**src/rtl/exe_mc.sv**
```systemverilog
// exe_mc - execute stage for the multi-cycle CPU.
//
// Plain ALU operations complete in the same cycle. MUL, MULH and MULHU go
// through an iterative shift-add multiplier, and EXE_over is held low until
// the product is ready.
//
// Optional build macro: EXE_MC_DIV_EN
//   Widens mul_op to 3 bits and adds DIV/DIVU/REM/REMU.
//   These use a 1-bit/cycle restoring divider: 32 BUSY cycles plus DONE.
//
// Ports
//   clk             core clock
//   resetn          asynchronous active-low reset
//   EXE_valid       stage holds a valid instruction (held until EXE_over)
//   ID_EXE_bus_r    {mul_op, alu_control, alu_operand1, alu_operand2,
//                    mem_control, store_data, rf_wen, rf_wdest, pc}
//   EXE_over        instruction complete, EXE_MEM_bus valid this cycle
//   EXE_MEM_bus     {mem_control, store_data, exe_result, rf_wen, rf_wdest, pc}
//   EXE_pc          pc field, for display
//   test_alu_result exe_result, for display
//   mul_busy        high while the multiplier/divider iterates
//
// alu_control is one-hot:
//   [11] add   [10] sub   [9] slt   [8] sltu
//   [7]  and   [6]  nor   [5] or    [4] xor
//   [3]  sll   [2]  srl   [1] sra   [0] lui
// Shift amount comes from operand1[4:0]; the shifted value is operand2.
module exe_mc #(
  parameter int ALU_CTRL_W     = 12,
  parameter int MUL_RADIX_BITS = 1,
`ifdef EXE_MC_DIV_EN
  parameter int ID_BUS_W       = ALU_CTRL_W + 141
`else
  parameter int ID_BUS_W       = ALU_CTRL_W + 140
`endif
) (
  input  logic                clk,
  input  logic                resetn,
  input  logic                EXE_valid,
  input  logic [ID_BUS_W-1:0] ID_EXE_bus_r,
  output logic                EXE_over,
  output logic [105:0]        EXE_MEM_bus,
  output logic [31:0]         EXE_pc,
  output logic [31:0]         test_alu_result,
  output logic                mul_busy
);

`ifdef EXE_MC_DIV_EN
  localparam int OP_W = 3;
`else
  localparam int OP_W = 2;
`endif
  localparam int MUL_STEPS = 32 / MUL_RADIX_BITS;
  localparam logic [4:0] MUL_LAST = 5'(MUL_STEPS - 1);

  typedef enum logic [1:0] {IDLE, BUSY, DONE} state_t;

  // ID->EXE bus fields
  logic [OP_W-1:0]       mul_op;
  logic [ALU_CTRL_W-1:0] alu_control;
  logic [31:0]           op1, op2, store_data, pc;
  logic [3:0]            mem_control;
  logic                  rf_wen;
  logic [4:0]            rf_wdest;

  assign {mul_op, alu_control, op1, op2, mem_control, store_data,
          rf_wen, rf_wdest, pc} = ID_EXE_bus_r;

  // ---------------- single-cycle ALU ----------------
  logic [31:0] alu_result;

  always_comb begin
    alu_result = ({32{alu_control[11]}} & (op1 + op2))
               | ({32{alu_control[10]}} & (op1 - op2))
               | ({32{alu_control[9]}}  & {31'd0, $signed(op1) < $signed(op2)})
               | ({32{alu_control[8]}}  & {31'd0, op1 < op2})
               | ({32{alu_control[7]}}  & (op1 & op2))
               | ({32{alu_control[6]}}  & ~(op1 | op2))
               | ({32{alu_control[5]}}  & (op1 | op2))
               | ({32{alu_control[4]}}  & (op1 ^ op2))
               | ({32{alu_control[3]}}  & (op2 << op1[4:0]))
               | ({32{alu_control[2]}}  & (op2 >> op1[4:0]))
               | ({32{alu_control[1]}}  & $unsigned($signed(op2) >>> op1[4:0]))
               | ({32{alu_control[0]}}  & {op2[15:0], 16'd0});
  end

  // ---------------- iterative unit state ----------------
  state_t          state_reg;
  logic [4:0]      count_reg;
  logic [63:0]     acc_reg;     // product accumulator; [31:0] is the remainder when dividing
  logic [63:0]     mcand_reg;   // multiplicand, shifted left each step; [31:0] is the divisor
  logic [31:0]     mplier_reg;  // multiplier, shifted right; dividend/quotient when dividing
  logic [31:0]     result_reg;
  logic            sign_reg;    // negate product (or quotient) at the end
  logic [OP_W-1:0] op_reg;
  logic            done_hold_reg;
  logic [31:0]     hold_pc_reg;
`ifdef EXE_MC_DIV_EN
  logic            rsign_reg;   // remainder takes the sign of the dividend
`endif

  // Operand magnitudes. 0x80000000 maps to itself, which is the correct
  // unsigned magnitude.
  logic        op_signed;
  logic [31:0] mag1, mag2;

  always_comb begin
`ifdef EXE_MC_DIV_EN
    op_signed = mul_op[2] ? ~mul_op[0] : (mul_op[1:0] != 2'b11);
`else
    op_signed = (mul_op != 2'b11);
`endif
    mag1 = (op_signed && op1[31]) ? (~op1 + 32'd1) : op1;
    mag2 = (op_signed && op2[31]) ? (~op2 + 32'd1) : op2;
  end

  // Do not restart an instruction that just finished but is still presented.
  logic start;
  assign start = EXE_valid && (mul_op != '0) && !(done_hold_reg && (pc == hold_pc_reg));

  // One radix step: sum of the multiplicand shifted by each set multiplier bit.
  logic [63:0] partial [MUL_RADIX_BITS];

  for (genvar gi = 0; gi < MUL_RADIX_BITS; gi++) begin : g_partial
    assign partial[gi] = mplier_reg[gi] ? (mcand_reg << gi) : 64'd0;
  end

  logic [63:0] addend, acc_next, product;
  logic [31:0] mul_result, final_result;
  logic        last_step;

  always_comb begin
    addend = 64'd0;
    for (int i = 0; i < MUL_RADIX_BITS; i++) addend = addend + partial[i];
    acc_next   = acc_reg + addend;
    product    = sign_reg ? (~acc_next + 64'd1) : acc_next;
    mul_result = (op_reg[1:0] == 2'b01) ? product[31:0] : product[63:32];
  end

`ifdef EXE_MC_DIV_EN
  // Restoring division step: shift in the next dividend bit, then try to
  // subtract. With a zero divisor every subtraction succeeds. That yields an
  // all-ones quotient and leaves the dividend as the remainder.
  logic [33:0] diff;
  logic [31:0] rem_next, quo_next, div_result;

  always_comb begin
    diff = {1'b0, acc_reg[31:0], mplier_reg[31]} - {2'b00, mcand_reg[31:0]};
    if (!diff[33]) begin
      rem_next = diff[31:0];
      quo_next = {mplier_reg[30:0], 1'b1};
    end else begin
      rem_next = {acc_reg[30:0], mplier_reg[31]};
      quo_next = {mplier_reg[30:0], 1'b0};
    end
    if (op_reg[1]) div_result = rsign_reg ? (~rem_next + 32'd1) : rem_next;
    else           div_result = sign_reg  ? (~quo_next + 32'd1) : quo_next;
    final_result = op_reg[2] ? div_result : mul_result;
    last_step    = op_reg[2] ? (count_reg == 5'd31) : (count_reg == MUL_LAST);
  end
`else
  always_comb begin
    final_result = mul_result;
    last_step    = (count_reg == MUL_LAST);
  end
`endif

  always_ff @(posedge clk or negedge resetn) begin
    if (!resetn) begin
      state_reg     <= IDLE;
      count_reg     <= 5'd0;
      acc_reg       <= 64'd0;
      mcand_reg     <= 64'd0;
      mplier_reg    <= 32'd0;
      result_reg    <= 32'd0;
      sign_reg      <= 1'b0;
      op_reg        <= '0;
      done_hold_reg <= 1'b0;
      hold_pc_reg   <= 32'd0;
`ifdef EXE_MC_DIV_EN
      rsign_reg     <= 1'b0;
`endif
    end else begin
      case (state_reg)
        IDLE: begin
          if (done_hold_reg && (!EXE_valid || pc != hold_pc_reg)) done_hold_reg <= 1'b0;
          if (start) begin
            op_reg    <= mul_op;
            acc_reg   <= 64'd0;
            count_reg <= 5'd0;
            state_reg <= BUSY;
`ifdef EXE_MC_DIV_EN
            if (mul_op[2]) begin
              mcand_reg  <= {32'd0, mag2};
              mplier_reg <= mag1;
              sign_reg   <= op_signed && (op1[31] ^ op2[31]) && (op2 != 32'd0);
              rsign_reg  <= op_signed && op1[31];
            end else begin
              mcand_reg  <= {32'd0, mag1};
              mplier_reg <= mag2;
              sign_reg   <= op_signed && (op1[31] ^ op2[31]);
            end
`else
            mcand_reg  <= {32'd0, mag1};
            mplier_reg <= mag2;
            sign_reg   <= op_signed && (op1[31] ^ op2[31]);
`endif
          end
        end
        BUSY: begin
          if (!EXE_valid) begin
            state_reg <= IDLE;                // flushed: drop the operation
          end else begin
            count_reg <= count_reg + 5'd1;
`ifdef EXE_MC_DIV_EN
            if (op_reg[2]) begin
              acc_reg[31:0] <= rem_next;
              mplier_reg    <= quo_next;
            end else begin
              acc_reg    <= acc_next;
              mcand_reg  <= mcand_reg << MUL_RADIX_BITS;
              mplier_reg <= mplier_reg >> MUL_RADIX_BITS;
            end
`else
            acc_reg    <= acc_next;
            mcand_reg  <= mcand_reg << MUL_RADIX_BITS;
            mplier_reg <= mplier_reg >> MUL_RADIX_BITS;
`endif
            if (last_step) begin
              result_reg <= final_result;
              state_reg  <= DONE;
            end
          end
        end
        DONE: begin
          state_reg     <= IDLE;
          done_hold_reg <= 1'b1;
          hold_pc_reg   <= pc;
        end
        default: state_reg <= IDLE;
      endcase
    end
  end

  logic [31:0] exe_result;

  assign exe_result      = (state_reg == DONE) ? result_reg : alu_result;
  assign EXE_over        = resetn && ((mul_op == '0) ? EXE_valid : (state_reg == DONE));
  assign mul_busy        = (state_reg == BUSY);
  assign EXE_MEM_bus     = {mem_control, store_data, exe_result, rf_wen, rf_wdest, pc};
  assign EXE_pc          = pc;
  assign test_alu_result = exe_result;

endmodule

```
**config.mk**
```make
export PLATFORM = sky130hd
export DESIGN_NAME = exe_mc
export DESIGN_NICKNAME = d
export VERILOG_FILES = /design/src/rtl/exe_mc.sv
export SDC_FILE = /design/constraint.sdc
export NUM_CORES = 1
export LEC_CHECK = 0
export BUFFER_PORTS_ARGS = -buffer_cell sky130_fd_sc_hd__buf_2
export CORE_MARGIN = 1.5
export CORE_UTILIZATION = 40
export CTS_BUF_LIST = sky130_fd_sc_hd__clkbuf_4 sky130_fd_sc_hd__clkbuf_8 sky130_fd_sc_hd__clkbuf_16
export CTS_CLUSTER_DIAMETER = 80
export DETAILED_ROUTE_END_ITERATION = 10
export GPL_TIMING_DRIVEN = 0
export PLACE_DENSITY = 0.71
export REMOVE_ABC_BUFFERS = 1
export SKIP_LAST_GASP = 1
export SLEW_MARGIN = 10
export SYNTH_ARGS = -nofsm -noshare
export SYNTH_HDL_FRONTEND = slang
export SYNTH_SLANG_ARGS = --single-unit
export TNS_END_PERCENT = 1
```
**constraint.sdc**
```tcl
create_clock -name clk -period 6.15 [get_ports clk]
set_clock_uncertainty 0.1 [all_clocks]
set_input_delay 0.9225 -clock clk [delete_from_list [all_inputs] [get_ports clk]]
set_output_delay 0.9225 -clock clk [all_outputs]
set_load 0.05 [all_outputs]
```
==> results of run 1 <==
-- power groups by stage --
stage / Clock [mW] / Sequential, mW / Combinational (mW)
2_1_floorplan: 0 / 1.94 / 2.85
3_3_place_gp: 0 / 2.03 / 4.12
3_5_place_dp: 0 / 2.01 / 4.23
4_1_cts: 1.85 / 1.98 / 4.28
5_1_grt: 1.89 / 2.02 / 4.72
6_report: 1.80 / 1.99 / 4.42
-- timing repair --
item / in CTS / in global routing
pin swaps: 2 / 9
buffers inserted: 6 / 5
gates cloned: 4 / 0
endpoints found under the hold margin: 0 / 0
setup endpoints to repair: 65 / 38
resized for setup: 56 / 27
hold buffers: 0 / 0
-- logic make-up (layout without fill, tap and decap cells) --
| group | after synthesis | after routing | synth area share (%) |
|---|---|---|---|
| simple gates | 1453 | 1453 | 24.3 |
| fa+ha+maj | 167 | 167 | 7.42 |
| other cells | 0 | 6 | 0 |
| mux | 127 | 127 | 5.27 |
| buf+inv | 536 | 459 | 9.32 |
| compound gates | 1221 | 1221 | 28.2 |
| xor+xnor | 153 | 153 | 4.88 |
| flops | 235 | 235 | 20.7 |
-- layer usage --
layer  part of all wire, %  global-route usage (%)  up-vias
met5                 0.040                   0.263        -
met4                   6.5                    17.3        8
met3                    11                    7.33      389
met2                    42                    48.3     1914
met1                    40                    42.3    14710
li1                      -                       -    13806
-- stage by stage --
stage	cells	area [um2]	setup TNS, ns	power, mW	worst slack, ns
2_1_floorplan	3485	26300	-282.83	4.79	-2.44
3_3_place_gp	4667	28700	-1521.96	6.14	-8.95
3_5_place_dp	4686	29200	-76.45	6.23	-2.39
4_1_cts	4750	30600	-1.27	8.11	-0.127
5_1_grt	4755	30700	-2.48	8.63	-0.197
6_report	4761	30800	-1.24	8.21	-0.257
-- cell type report --
type / count / area, um2
flip-flops and latches: 235 / 5880
clock buffers: 45 / 907
repair inverters: 2 / 10.0
well taps: 940 / 1180
repair buffers: 274 / 1900
fillers: 7123 / 39500
multi-input cells: 3121 / 20200
diodes: 6 / 15.0
inverters: 129 / 533
clock inverters: 9 / 110
-- final timing paths --
| kind | slack (ns) | cells after the start | end | startpoint |
|---|---|---|---|---|
| max | -0.26 | 14 | result_reg[16] | mplier_reg[0] |
| min | 0.11 | 1 | hold_pc_reg[18] | resetn |
| max reg2reg | -0.26 | 14 | result_reg[16] | mplier_reg[0] |
| min reg2reg | 0.37 | 2 | mcand_reg[63] | mcand_reg[63] |
| max in group asynchronous | 4.50 | 3 | mplier_reg[26] | resetn |
| min in group clk | 0.37 | 2 | mcand_reg[63] | mcand_reg[63] |
-- cell usage in the layout (no fill, tap or decap), types with 14 or more instances in the layout --
cell type	count
sky130_fd_sc_hd__mux4_2	17
sky130_fd_sc_hd__a21oi_1	298
sky130_fd_sc_hd__nor2_1	339
sky130_fd_sc_hd__o22ai_1	55
sky130_fd_sc_hd__a22oi_1	19
sky130_fd_sc_hd__a222oi_1	16
sky130_fd_sc_hd__nor2b_1	18
sky130_fd_sc_hd__buf_2	227
sky130_fd_sc_hd__nor3_1	62
sky130_fd_sc_hd__o21a_1	18
sky130_fd_sc_hd__o31ai_1	39
sky130_fd_sc_hd__or3_1	43
sky130_fd_sc_hd__buf_12	15
sky130_fd_sc_hd__and3_1	17
sky130_fd_sc_hd__buf_4	14
sky130_fd_sc_hd__dfrtp_1	233
sky130_fd_sc_hd__ha_1	160
sky130_fd_sc_hd__a221oi_1	28
sky130_fd_sc_hd__a21oi_2	14
sky130_fd_sc_hd__clkbuf_16	30
sky130_fd_sc_hd__xnor2_1	116
sky130_fd_sc_hd__xor2_1	29
sky130_fd_sc_hd__a21o_1	56
sky130_fd_sc_hd__nand2b_1	19
sky130_fd_sc_hd__mux2i_1	97
sky130_fd_sc_hd__nand4_1	62
sky130_fd_sc_hd__o21ai_1	28
sky130_fd_sc_hd__o21ai_0	296
sky130_fd_sc_hd__nand3_1	124
sky130_fd_sc_hd__inv_1	119
sky130_fd_sc_hd__o21bai_1	25
sky130_fd_sc_hd__and2_1	76
sky130_fd_sc_hd__o211ai_1	44
sky130_fd_sc_hd__a211oi_1	32
sky130_fd_sc_hd__nand2_1	568
sky130_fd_sc_hd__a31oi_1	46
sky130_fd_sc_hd__nor4_1	23
-- critical path: cells and delay by family, from the launching register on --
kind	cells	cell delay [ns]
adders and majority gates	1	0.51
buffers and inverters	1	0.29
AOI/OAI and AO/OA	5	1.72
DFF	1	0.64
and+or+nand+nor	6	2.77
xor gates and xnor gates	1	0.28
==> load_flow_metrics.sql, run 1 <==
INSERT INTO impl_metrics (metric_group, metric, value, unit) VALUES
('outcome', 'status', 'finished, violations left', ''),
('outcome', 'violations', 'negative setup slack', ''),
('power', 'peakVddDrop', '0.211', 'mV'),
('drt', 'first_iter_violations', '3952', ''),
('timing', 'whs', '0.105', 'ns'),
('timing', 'timing.fmax', '156', 'MHz'),
('timing', 'post-route-min-period', '6.41', 'ns'),
('drt', 'drt_total_wl', '121', 'mm'),
('timing', 'slew_viol_final', '0', ''),
('logic_synthesis', 'synth_cells', '3892', ''),
('timing', 'setup-violations-final', '14', ''),
('logic_synthesis', 'synth_top_cell_by_area', 'sky130_fd_sc_hd__dfrtp_1', ''),
('timing', 'setup_repair_after_global_routing_missed_its_margin', 'true', ''),
('logic_synthesis', 'yosysTopAreaCellShare', '20.7', '%'),
('cells_and_area', 'post_route_cells_drive_above_1_share', '13.7', '%'),
('power', 'leakagePower', '13.3', 'nW'),
('setup_path', 'setup.worst_path.class', 'reg2reg', ''),
('global_route', 'maximum_number_of_pins_on_one_net_before_global_route_repair', '103', ''),
('worst_hold_path', 'min-delay-path-class', 'in2async', ''),
('global_route', 'grt_util_all_layers', '32.0', '%'),
('logic_synthesis', 'post_synth_most_frequent_cells', '569 x sky130_fd_sc_hd__nand2_1, 341 x sky130_fd_sc_hd__nor2_1, 303 x sky130_fd_sc_hd__a21oi_1, 300 x sky130_fd_sc_hd__o21ai_0, 235 x sky130_fd_sc_hd__dfrtp_1', ''),
('logic_synthesis', 'yosysWarningCount', '0', ''),
('drt', 'ant_nets', '0', ''),
('timing', 'finalHoldViolCount', '0', ''),
('place', 'place.gp.congestion', '1.14', ''),
('setup_path', 'critical-path-max-stage-delay', '0.76', 'ns'),
('power', 'power_frac_seq', '24.2', '%'),
('job', 'max-cap-violations', '0', ''),
('logic_synthesis', 'leading_cell_type_by_number_of_instances_after_synthesis', 'sky130_fd_sc_hd__nand2_1', ''),
('global_route', 'initial_antenna_violation_count', '10', ''),
('clocking', 'clock_tree.htree_level_count', '1', ''),
('setup_path', 'path_cells', 'buf_12 > and2_1 > ha_1 > or3b_4 > a21o_2 > o21ai_1 > a221o_2 > xor2_1 > nor4_2 > nand2_1 > nor4_2 > nand2_1 > o311ai_1 > a22o_1', ''),
('global_route', 'first_global_vias', '28137', ''),
('floorplanning', 'std_cell_rows', '97', ''),
('global_route', 'global_route.overflow_total', '0', ''),
('clocking', 'cts_inserted_buffers', '30', ''),
('power', 'internal_power', '4.26', 'mW'),
('power', 'pwr-share-comb', '53.9', '%'),
('power', 'swShare', '48.1', '%'),
('setup_path', 'cp.required', '6.58', 'ns'),
('power', 'power.switching', '3.95', 'mW'),
('logic_synthesis', 'ys_top_cells_by_area', 'sky130_fd_sc_hd__dfrtp_1 21%, sky130_fd_sc_hd__nand2_1 7.5%, sky130_fd_sc_hd__ha_1 7.2%', ''),
('timing', 'max_slew.worst_pin.slew', '1.14', 'ns'),
('setup_path', 'critical_path_capture_point_type', 'register', ''),
('logic_synthesis', 'synth-edff-count', '0', ''),
('floorplanning', 'die_height', '270', 'um'),
('logic_synthesis', 'synth_cell_type_count', '133', ''),
('logic_synthesis', 'synth_seq_area_share', '20.7', '%'),
('cells_and_area', 'postLayoutCoreUtil', '43.8', '%'),
('power', 'clock_power_share', '21.9', '%'),
('timing', 'fin_crit_sh', '104', '%'),
('timing', 'final_critical_path_setup_slack', '-0.257', 'ns'),
('logic_synthesis', 'yosys_most_used_dff', 'sky130_fd_sc_hd__dfrtp_1', ''),
('setup_path', 'worst-endpoint-arrival', '6.84', 'ns'),
('logic_synthesis', 'syn-cell-area', '28500', 'um2'),
('floorplanning', 'design.portCount', '327', ''),
('drt', 'drt_pass_1_iters', '7', ''),
('clocking', 'cts.sinks', '235', ''),
('floorplanning', 'design.die.area', '72800', 'um2'),
('drt', 'drt-vias-per-instance', '6.47', ''),
('drt', 'post_drt_wl_per_cell', '25.5', 'um'),
('floorplanning', 'initial_core_util', '40.5', '%'),
('clocking', 'clock_path_buffers', '3', ''),
('clocking', 'clkSlewWorstSetupHoldPaths', '0.06', 'ns'),
('clocking', 'worst_skew_pair.late_latency', '0.62', 'ns'),
('logic_synthesis', 'synth_async_sr_flop_share', '100', '%'),
('floorplanning', 'placeableCoreArea', '70300', 'um2'),
('drt', 'route.vias.total', '30827', ''),
('place', 'io_buffers', '242', ''),
('logic_synthesis', 'postSynthRegisterBits', '235', ''),
('setup_path', 'worstSetupStartpointType', 'register', '');
(Power assumes the default switching activity.)
==> run 2: changes to the inputs <==
- ABC_AREA: unset -> 1
==> run 2 against run 1 <==
  * Setup slack better by 0.20 ns
  * Utilization down 0.38 points
  * Critical path type is now in2out
  * Sequential power is essentially flat
  * The flow still finishes with violations (negative setup slack)
==> load_flow_metrics.sql, run 2 <==
INSERT INTO impl_metrics (metric_group, metric, value, unit) VALUES
('logic_synthesis', 'synth_seq_area_share', '19.1', '%'),
('timing', 'post-route-min-period', '6.21', 'ns'),
('setup_path', 'timing.critical_path.slowest_stage_cell', 'sky130_fd_sc_hd__nor2_1', ''),
('timing', 'fin_crit_sh', '101', '%'),
('power', 'leakagePower', '17.7', 'nW'),
('logic_synthesis', 'yosys-mux-area-fraction', '0.362', '%'),
('power', 'peakVddDrop', '0.280', 'mV'),
('logic_synthesis', 'synth_async_sr_flop_share', '100', '%'),
('cells_and_area', 'syn2layout_area_growth', '7.22', '%'),
('outcome', 'status', 'finished, violations left', ''),
('cells_and_area', 'postLayoutCoreUtil', '43.4', '%'),
('clocking', 'cts_inserted_buffers', '31', ''),
('logic_synthesis', 'yosysWarningCount', '0', ''),
('floorplanning', 'initial_core_util', '40.5', '%'),
('floorplanning', 'design.portCount', '327', ''),
('clocking', 'clkSlewWorstSetupHoldPaths', '0.06', 'ns'),
('drt', 'post_drt_wl_per_cell', '23.8', 'um'),
('logic_synthesis', 'synthAdderAreaFrac', '6.86', '%'),
('floorplanning', 'std_cell_rows', '101', ''),
('clocking', 'cts.sinks', '235', ''),
('place', 'place_inst', '6280', ''),
('clocking', 'worst_skew_pair.late_latency', '0.65', 'ns'),
('logic_synthesis', 'post_synth_and_or_nand_nor_area_fraction', '38.3', '%'),
('setup_path', 'cell_type_with_the_highest_occurrence_count_on_the_critical_path', 'sky130_fd_sc_hd__buf_4', ''),
('timing', 'final_critical_path_setup_slack', '-0.0595', 'ns'),
('drt', 'first_iter_violations', '3531', ''),
('place', 'io_buffers', '242', ''),
('logic_synthesis', 'syn-cell-area', '30800', 'um2'),
('drt', 'drt_total_wl', '151', 'mm'),
('setup_path', 'worst-endpoint-arrival', '5.19', 'ns'),
('logic_synthesis', 'synthXorXnorAreaFrac', '1.02', '%'),
('floorplanning', 'placeableCoreArea', '76100', 'um2'),
('global_route', 'maximum_number_of_pins_on_one_net_before_global_route_repair', '104', ''),
('global_route', 'initial_antenna_violation_count', '6', ''),
('power', 'powerDensity', '284', 'nW/um2'),
('setup_path', 'worstSetupStartpointType', 'primary input', ''),
('drt', 'drt_pass_1_iters', '8', ''),
('setup_path', 'regToRegSetupSlack', '1.54', 'ns'),
('cells_and_area', 'post_route_cells_drive_above_1_share', '10.0', '%'),
('clocking', 'clock_tree.htree_level_count', '1', ''),
('setup_path', 'cp.required', '5.13', 'ns'),
('setup_path', 'critical_path_capture_point_type', 'output pin', ''),
('drt', 'ant_nets', '0', ''),
('setup_path', 'timing.rr.start', 'mplier_reg[0]', ''),
('cells_and_area', 'finish.cell_count_without_fillers', '6343', ''),
('logic_synthesis', 'postSynthRegisterBits', '235', ''),
('logic_synthesis', 'synth-compound-area-share', '18.7', '%'),
('global_route', 'wire_length_of_the_first_global_routing_pass', '216', 'mm'),
('logic_synthesis', 'ys_top_cells_by_area', 'sky130_fd_sc_hd__dfrtp_1 19%, sky130_fd_sc_hd__nand2_1 19%, sky130_fd_sc_hd__inv_1 9.3%', ''),
('logic_synthesis', 'synth-edff-count', '0', ''),
('job', 'max-cap-violations', '0', ''),
('clocking', 'clock_tree_from_tritoncts', 'yes', ''),
('cells_and_area', 'most-common-layout-cells', '1549 x sky130_fd_sc_hd__nand2_1, 760 x sky130_fd_sc_hd__inv_1, 460 x sky130_fd_sc_hd__nand3_1, 441 x sky130_fd_sc_hd__nor2_1, 392 x sky130_fd_sc_hd__o21ai_0', ''),
('logic_synthesis', 'post_synth_most_frequent_cells', '1553 x sky130_fd_sc_hd__nand2_1, 764 x sky130_fd_sc_hd__inv_1, 460 x sky130_fd_sc_hd__nand3_1, 445 x sky130_fd_sc_hd__nor2_1, 395 x sky130_fd_sc_hd__o21ai_0', ''),
('logic_synthesis', 'synthesis.area_per_instance', '5.76', 'um2'),
('timing', 'timing.fmax', '161', 'MHz'),
('floorplanning', 'design.die.area', '78600', 'um2'),
('logic_synthesis', 'dominant_combinational_cell_family_by_area_after_synthesis', 'simple AND/OR/NAND/NOR gates', ''),
('setup_path', 'reg2reg_to', 'result_reg[5]', ''),
('clocking', 'clock-root-buffer', 'sky130_fd_sc_hd__clkbuf_16', ''),
('timing', 'max_slew.worst_pin.slew', '1.34', 'ns'),
('setup_path', 'rr_worst_depth', '27', ''),
('timing', 'timing.max_slew.rel_slack', '10.3', '%'),
('cells_and_area', 'nNetsFinal', '5613', ''),
('setup_path', 'path_cells', 'buf_4 > clkinvlp_4 > buf_4 > nor2_1 > clkinv_1 > or2_2 > a31oi_1 > nor4_1 > nand3_1 > o21ai_0 > inv_1 > buf_2', ''),
('outcome', 'violations', 'negative setup slack', ''),
('logic_synthesis', 'leading_cell_type_by_number_of_instances_after_synthesis', 'sky130_fd_sc_hd__nand2_1', ''),
('setup_path', 'timing.critical_path.fanout_max', '41', ''),
('floorplanning', 'die-width', '280', 'um'),
('logic_synthesis', 'synth_cells', '5340', ''),
('cells_and_area', 'most_common_library_cell_in_the_layout_ignoring_fill_and_taps', 'sky130_fd_sc_hd__nand2_1', ''),
('place', 'place.gp.congestion', '1.05', ''),
('logic_synthesis', 'synth_top_cell_by_area', 'sky130_fd_sc_hd__dfrtp_1', ''),
('timing', 'whs', '0.0702', 'ns'),
('global_route', 'grt_util_all_layers', '37.3', '%'),
('drt', 'drc_errors', '0', ''),
('logic_synthesis', 'synth_cell_type_count', '63', ''),
('place', 'place.detailed.hpwl', '121', 'mm'),
('timing', 'finalHoldViolCount', '0', ''),
('logic_synthesis', 'yosysTopAreaCellShare', '19.1', '%'),
('timing', 'slew_viol_final', '0', ''),
('timing', 'setup_repair_after_global_routing_missed_its_margin', 'true', ''),
('timing', 'setup-violations-final', '6', ''),
('worst_hold_path', 'min-delay-path-class', 'in2async', ''),
('logic_synthesis', 'yosys_most_used_dff', 'sky130_fd_sc_hd__dfrtp_1', ''),
('global_route', 'global_route.overflow_total', '0', ''),
('setup_path', 'critical-path-max-stage-delay', '0.99', 'ns'),
('floorplanning', 'die_height', '280', 'um'),
('timing', 'fin_tns_setup', '-0.289', 'ns'),
('clocking', 'clock_path_buffers', '3', ''),
('drt', 'route.vias.total', '35669', ''),
('drt', 'drt-vias-per-instance', '5.62', ''),
('setup_path', 'setup.worst_path.class', 'in2out', ''),
('global_route', 'first_global_vias', '32578', '');
[run 2: cell count changes after synthesis, sizes merged, moves of 74 or more]
cell,before,now
nand3,125,481
xnor2,123,12
nor2,343,483
inv,125,784
nand2,571,1604
and2,78,4
o21ai,328,412
mux2i,97,10
[run 2: area by class of cell]
type | count | area (um2)
timing repair buffer | 264 | 1650
antenna | 1 | 2.50
multi-input combinational | 3965 | 20100
sequential | 235 | 5880
fill | 8501 | 43100
timing repair inverter | 3 | 15.0
clock inverter | 15 | 185
tap | 1030 | 1290
inverter | 791 | 2990
clock buffer | 39 | 861
[run 2: layer usage]
metal	wire, um	global-route usage (%)	vias up
met1	63400	48.2	16660
met2	66600	59.7	1628
li1	-	-	17063
met5	0	0.250	-
met4	10400	21.7	0
met3	10300	4.65	318
[run 2: report_power, final]
| group | switching, mW | internal, mW | total (mW) |
|---|---|---|---|
| Sequential | 0.200 | 1.80 | 2.00 |
| Clock | 0.792 | 1.11 | 1.90 |
| Combinational | 3.96 | 1.49 | 5.46 |
[run 2: worst max-delay path, delay by kind of cell]
| kind | cells | cell delay, ns |
|---|---|---|
| buffers and inverters | 6 | 1.90 |
| AND/OR/NAND/NOR | 4 | 1.76 |
| AO/OA/AOI/OAI | 2 | 0.56 |
[run 2: cells by family after synthesis]
kind of cell    after synthesis
mux                          11
fa+ha+maj                   167
compound gates             1002
xor+xnor                     36
buf+inv                    1140
simple gates               2749
flops                       235
[run 2: worst max-delay path by stage]
stage	to	slack [ns]	from	cells past startpoint
2_1_floorplan	mplier_reg[28]	-5.23	state_reg[0]	8
3_3_place_gp	mplier_reg[28]	-12.36	state_reg[0]	8
3_5_place_dp	test_alu_result[16]	-1.16	ID_EXE_bus_r[106]	23
4_1_cts	EXE_MEM_bus[68]	0.04	ID_EXE_bus_r[110]	16
5_1_grt	EXE_MEM_bus[54]	-0.1	ID_EXE_bus_r[106]	24
6_report	test_alu_result[23]	-0.06	ID_EXE_bus_r[109]	12
[run 2: per-stage QoR]
step / power [mW] / cell area (um2) / setup slack, ns
after floorplan: 5.52 / 28900 / -5.23
after global placement: 7.25 / 31400 / -12.36
after detailed placement: 7.31 / 31800 / -1.16
after CTS: 9.27 / 33000 / 0.0368
after global routing: 9.98 / 33000 / -0.0959
final: 9.36 / 33000 / -0.0595
[run 2: repair_timing]
item                                    CTS  global route
gates cloned                              3             0
resized for setup                        11             8
endpoints found under the setup margin   60            32
buffers inserted                          5             0
hold buffers                              0             0
